### config.mk
export PLATFORM = sky130hd
export DESIGN_NAME = imem_port_arbiter
export DESIGN_NICKNAME = d
export VERILOG_FILES = /design/src/rtl/imem_port_arbiter_pkg.sv /design/src/rtl/imem_load_watchdog.sv /design/src/rtl/imem_port_arbiter.sv
export SDC_FILE = /design/constraint.sdc
export NUM_CORES = 1
export LEC_CHECK = 0
export CAP_MARGIN = 20
export CORE_MARGIN = 5
export CORE_UTILIZATION = 28
export CTS_CLUSTER_SIZE = 25
export DETAILED_ROUTE_END_ITERATION = 12
export GPL_TIMING_DRIVEN = 0
export MAX_ROUTING_LAYER = met4
export PLACE_DENSITY = 0.87
export SYNTH_ARGS = -nofsm -noshare
export SYNTH_HDL_FRONTEND = slang
export SYNTH_SLANG_ARGS = --single-unit
### constraint.sdc
create_clock -name clock -period 2.55 [get_ports clock]
set_input_delay 0.51 -clock clock [delete_from_list [all_inputs] [get_ports clock]]
set_output_delay 0.51 -clock clock [all_outputs]
set_load 0.01 [all_outputs]
### src/rtl/imem_port_arbiter_pkg.sv
// Shared definitions for the instruction-ROM port arbiter, the fetch unit and the UART loader.
package imem_port_arbiter_pkg;

  localparam int unsigned IMEM_ADDR_W   = 14;
  localparam int unsigned IMEM_DEPTH    = 16384;
  localparam logic [31:0] IMEM_NOP_WORD = 32'h0000_0000;
  localparam int unsigned IMEM_TIMEOUT  = 1000000;

  typedef enum logic [1:0] {
    ST_RUN     = 2'd0,
    ST_DRAIN   = 2'd1,
    ST_LOAD    = 2'd2,
    ST_RELEASE = 2'd3
  } arb_state_e;

endpackage

### src/rtl/imem_load_watchdog.sv
// Idle-cycle watchdog for a loader that holds the ROM port without writing.
// Only instantiated when IMEM_LOAD_TIMEOUT_EN is defined.
module imem_load_watchdog
  import imem_port_arbiter_pkg::*;
#(
  parameter int unsigned TIMEOUT = IMEM_TIMEOUT
) (
  input  logic clock,
  input  logic reset,
  input  logic active_i,
  input  logic kick_i,
  output logic expire_o
);

  localparam int unsigned   CW    = $clog2(TIMEOUT + 1);
  localparam logic [CW-1:0] LIMIT = CW'(TIMEOUT - 1);

  logic [CW-1:0] cnt_q, cnt_d;

  always_comb begin
    cnt_d = cnt_q;
    if (!active_i || kick_i) begin
      cnt_d = '0;
    end else if (cnt_q != LIMIT) begin
      cnt_d = cnt_q + 1'b1;
    end
  end

  // Fires on the TIMEOUT-th consecutive idle cycle so the next state is RELEASE.
  assign expire_o = active_i && !kick_i && (cnt_q == LIMIT);

  always_ff @(posedge clock) begin
    if (reset) begin
      cnt_q <= '0;
    end else begin
      cnt_q <= cnt_d;
    end
  end

endmodule

### src/rtl/imem_port_arbiter.sv
// Shares the instruction-ROM port between CPU fetch and the UART program loader.
// Define IMEM_LOAD_TIMEOUT_EN to build in the idle-load watchdog.
module imem_port_arbiter
  import imem_port_arbiter_pkg::*;
#(
  parameter int unsigned ADDR_W   = IMEM_ADDR_W,
  parameter int unsigned DEPTH    = IMEM_DEPTH,
  parameter logic [31:0] NOP_WORD = IMEM_NOP_WORD,
  parameter int unsigned TIMEOUT  = IMEM_TIMEOUT
) (
  input  logic              clock,
  input  logic              reset,
  input  logic [ADDR_W-1:0] fetch_adr_i,
  output logic [31:0]       fetch_instr_o,
  output logic              cpu_stall_o,
  output logic              cpu_restart_o,
  input  logic              load_req_i,
  output logic              load_grant_o,
  input  logic              load_we_i,
  input  logic [ADDR_W-1:0] load_adr_i,
  input  logic [31:0]       load_data_i,
  input  logic              load_done_i,
  output logic              mem_en_o,
  output logic              mem_we_o,
  output logic [ADDR_W-1:0] mem_adr_o,
  output logic [31:0]       mem_wdata_o,
  input  logic [31:0]       mem_rdata_i,
  output logic [ADDR_W:0]   load_count_o,
  output logic              load_err_o
);

  localparam logic [ADDR_W:0] DEPTH_L   = (ADDR_W + 1)'(DEPTH);
  localparam logic [ADDR_W:0] COUNT_MAX = {1'b1, {ADDR_W{1'b0}}};

  arb_state_e      state_q, state_d, st;
  logic [ADDR_W:0] count_q, count_d;
  logic            err_q, err_d;
  logic            accept, oor, wd_expire;

`ifdef IMEM_LOAD_TIMEOUT_EN
  imem_load_watchdog #(
    .TIMEOUT (TIMEOUT)
  ) u_watchdog (
    .clock    (clock),
    .reset    (reset),
    .active_i (state_q == ST_LOAD),
    .kick_i   (load_we_i),
    .expire_o (wd_expire)
  );
`else
  // TIMEOUT only matters when the watchdog is built in.
  assign wd_expire = (TIMEOUT == 0) && 1'b0;
`endif

  assign mem_en_o = 1'b1;

  // Reset is synchronous, yet outputs decode it combinationally so a write in
  // the reset cycle is suppressed and grant drops at once.
  always_comb begin
    st            = reset ? ST_RUN : state_q;
    state_d       = state_q;
    cpu_stall_o   = 1'b0;
    cpu_restart_o = 1'b0;
    load_grant_o  = 1'b0;
    mem_we_o      = 1'b0;
    mem_adr_o     = fetch_adr_i;
    mem_wdata_o   = '0;
    fetch_instr_o = mem_rdata_i;
    accept        = 1'b0;
    oor           = 1'b0;
    unique case (st)
      ST_RUN: begin
        cpu_stall_o = load_req_i && !reset;
        if (load_req_i) state_d = ST_DRAIN;
      end
      ST_DRAIN: begin
        cpu_stall_o   = 1'b1;
        fetch_instr_o = NOP_WORD;
        state_d       = load_req_i ? ST_LOAD : ST_RUN;
      end
      ST_LOAD: begin
        load_grant_o  = 1'b1;
        cpu_stall_o   = 1'b1;
        fetch_instr_o = NOP_WORD;
        mem_adr_o     = load_adr_i;
        mem_wdata_o   = load_data_i;
        if (load_we_i) begin
          accept = ({1'b0, load_adr_i} < DEPTH_L);
          oor    = !accept;
        end
        mem_we_o = accept;
        if (load_done_i || !load_req_i || wd_expire) state_d = ST_RELEASE;
      end
      ST_RELEASE: begin
        cpu_stall_o   = 1'b1;
        cpu_restart_o = 1'b1;
        fetch_instr_o = NOP_WORD;
        mem_adr_o     = '0;
        state_d       = ST_RUN;
      end
      default: state_d = ST_RUN;
    endcase
  end

  always_comb begin
    count_d = count_q;
    err_d   = err_q | oor | wd_expire;
    if (state_q == ST_DRAIN && load_req_i) begin
      count_d = '0;
      err_d   = 1'b0;
    end else if (accept && count_q != COUNT_MAX) begin
      count_d = count_q + 1'b1;
    end
  end

  always_ff @(posedge clock) begin
    if (reset) begin
      state_q <= ST_RUN;
      count_q <= '0;
      err_q   <= 1'b0;
    end else begin
      state_q <= state_d;
      count_q <= count_d;
      err_q   <= err_d;
    end
  end

  assign load_count_o = count_q;
  assign load_err_o   = err_q;

endmodule
==> results.md, run 1 <==
- Post-synth cell types: 35
- Min-Delay Path Class: flip-flop to flip-flop
- Hpwl dp: 6650 microns
- Clock transition at path regs: 0.07 ns
- Area delta synth->final: 139%
- Cell taking the most area after synthesis: and2_1
- Area of the multi-input gates: 0.00112 sq mm
- Vias per inst: 4.54
- Setup crit end kind: output port
- Num Clock Sinks: 17
- Sw Share: 0.273
- Initial antenna violation count: 0
- RSZ-0062 raised after global routing: yes
- Most frequent cells in the layout: clkdlybuf4s50_1, and2_1, nand2_1
- CORE AREA: roughly 0.0054 sq mm
- Pwr/cell area: 245 mW/mm^2
- Antenna viol nets, final: 0
- Count of nets after finishing: 520
- 1st-iter DRT viols: 64
- H-tree depth: 1
- Post-DR wirelength/cell: 15.7 microns
- Int Pwr: between 600 and 700 uW
- Cell Area, Synth: 0.00155 sq mm
- Status: completed
- Synth top area cells: and2_1, dfxtp_1, nand2_1
- Reg2Reg Depth: 4
- Die Span X: 84.3 microns
- Cts bufs inserted: 3
- Total Wirelength: between 7000 and 8000 microns
- Register Area: 340 sq um
- Largest net degree at the start of global routing: 11
- Max Freq: approximately 0.40 GHz
- Die height: 84.3 microns
- Most common cell after layout, fill and taps aside: clkdlybuf4s50_1
- IO Count: 196
- Initial Utilization: 0.284
- Max cap viols: 0
- Final slew viol count: 0
- Cell Rows: 27
- Comb power frac: 0.464
- CTS root buf: clkbuf_8
- Final Cycle Share: 0.978
- Leakage: 1.66 nW
- Drt pass-1 iters: 4
- All-Layer GR Usage: 0.209
- Final setup vio count: 0
- Seq pwr share: 0.301
- Synthesized instance count: roughly 220
- Synth Warn #: 0
- Net switching power: 247 uW
- WP data required: 2.04 ns
- Layout Skew: ~0.0048 ns
- Max rail drop VDD: 0.000172 V
- Min Clock Period, post-route: 2.49 ns
- GPL Wtd Cong: just over 0.9
- Post-synth top area share: 0.267
- Filler cells: 446
- Syn Nets: 322
- Flops & latches, synth: 17
- Startpoint types: input pin
- Worst-path fanout max: 10
- Global-route wire length before repair: 11700 microns
- Grt total ovfl: 0
- Final hold vios: 0
- CTS tree: yes
- Setup CP Type: input pin to output port
- Register area share after synthesis: 0.220
- ANT cells: 0
- Hold_ws: 0.527 ns
- Die footprint: between 0.007 and 0.008 sq mm
- Vias in the first global route: 2261
- Layout cell share with drive strength beyond 1: 0.0619
- Clock network power share: 0.234
- Crit path arrival time: approximately 2.0 ns
- Syn Area/Cell: 6.93 sq um
- Latest clock arrival within the worst-skew pair: 0.26 ns
- Hold depth: 2
- Drt drc: 0
- DR vias: 2236
- Post-CTS Setup Bufs: 0
- Clock Tree Buf Depth: 2
- IO Port Bufs: slightly below 200
- Setup TNS: 0 ns
==> cell usage after synthesis, drive strengths merged <==
cell	instances
o211ai	2
inv	5
or3b	1
nand3	4
a21oi	5
xnor2	1
nor4	2
and2b	1
and3	1
and4bb	1
dfxtp	17
nand4	8
conb	2
or4	2
and4	2
mux2i	2
clkbuf	11
ha	2
nand2b	2
nor4b	2
o21bai	1
nand3b	1
o21ai	18
xor2	6
nand2	39
buf	4
and2	66
nor2	12
or3	3
==> state kept, by name, indices dropped and copies added, names as in the netlist <==
signal,cells
load_count_o,15
state_q,2
==> worst max-delay path, stage by stage <==
cell and delay (ns):
clkdlybuf4s15_2 0.23, nand2b_4 0.17, nor2_4 0.16, clkbuf_4 0.21, and2_1 0.15, clkdlybuf4s50_1 0.55
==> stage by stage <==
| step | utilization | cell area [sq um] | worst slack, ns | total power [mW] | cells |
|---|---|---|---|---|---|
| final | 0.679 | 3690 | 0.0557 | 0.907 | 492 |
| after global routing | 0.679 | 3690 | -0.0197 | 0.952 | 492 |
| after CTS | 0.671 | 3650 | 0.0149 | 0.911 | 492 |
| after detailed placement | 0.656 | 3570 | -0.690 | 0.700 | 488 |
| after global placement | 0.656 | 3570 | -0.684 | 0.694 | 488 |
| after floorplan | - | 1550 | 0.691 | 0.401 | 223 |
==> power groups by stage <==
stage | clock network (mW) | logic [mW] | registers (mW)
3_3_place_gp | 0 | 0.416 | 0.278
3_5_place_dp | 0 | 0.422 | 0.278
5_1_grt | 0.225 | 0.452 | 0.274
6_report | 0.213 | 0.421 | 0.273
2_1_floorplan | 0 | 0.124 | 0.277
4_1_cts | 0.210 | 0.427 | 0.274
==> metal layers <==
layer,up-vias,wire length [microns],part of all wire,global-route usage
met5,-,0,0,-
li1,1122,-,-,-
met2,126,3910,0.51,0.379
met3,17,666,0.086,0.0500
met4,0,201,0.026,0.0585
met1,971,2930,0.38,0.226
==> final cells by class <==
cell class	count	area share
Inverter	5	0.00508
Multi-Input combinational cell	186	0.304
Timing Repair Buffer	193	0.533
Clock buffer	4	0.0122
Sequential cell	17	0.0921
Buffer	15	0.0291
Tap cell	72	0.0244
==> cell families after synthesis <==
family | Yosys count | share of synthesized area
other | 2 | 0.00486
flip-flops | 17 | 0.220
XOR/XNOR | 7 | 0.0396
adder cells (fa/ha/maj) | 2 | 0.0162
AND/OR/NAND/NOR | 147 | 0.549
buffers and inverters | 20 | 0.0663
AO/OA/AOI/OAI | 26 | 0.0914
multiplexers | 2 | 0.0129
==> what timing repair did <==
item                       CTS  global route
resized for setup           16            25
hold buffers                 0             0
setup endpoints to repair   82            45
==> final timing paths <==
check	startpoint	end	slack (ns)
setup / recovery	reset	mem_wdata_o[30]	0.06
hold / removal	load_count_o[14]	load_count_o[14]	0.53
setup reg to reg	load_count_o[0]	load_count_o[14]	0.93
hold reg to reg	load_count_o[14]	load_count_o[14]	0.53
No activity file was read; power rests on OpenSTA's default activity.
==> inputs of run 2 (changes only) <==
--- a/config.mk
+++ b/config.mk
@@ -5,6 +5,7 @@
 export SDC_FILE = /design/constraint.sdc
 export NUM_CORES = 1
 export LEC_CHECK = 0
+export ABC_CLOCK_PERIOD_IN_PS = 2550
 export CAP_MARGIN = 20
 export CORE_MARGIN = 5
 export CORE_UTILIZATION = 28
==> results of run 2 <==
Same layout as run 1: the final DEF is identical, and so are final timing and power.
==> inputs of run 3 (changes only) <==
--- a/config.mk
+++ b/config.mk
@@ -9,11 +9,13 @@
 export CAP_MARGIN = 20
 export CORE_MARGIN = 5
 export CORE_UTILIZATION = 28
+export CTS_CLUSTER_DIAMETER = 120
 export CTS_CLUSTER_SIZE = 25
 export DETAILED_ROUTE_END_ITERATION = 12
 export GPL_TIMING_DRIVEN = 0
 export MAX_ROUTING_LAYER = met4
 export PLACE_DENSITY = 0.87
+export SLEW_MARGIN = 20
 export SYNTH_ARGS = -nofsm -noshare
 export SYNTH_HDL_FRONTEND = slang
 export SYNTH_SLANG_ARGS = --single-unit
==> results of run 3 <==
Same layout as run 1: the final DEF is identical, and so are final timing and power.
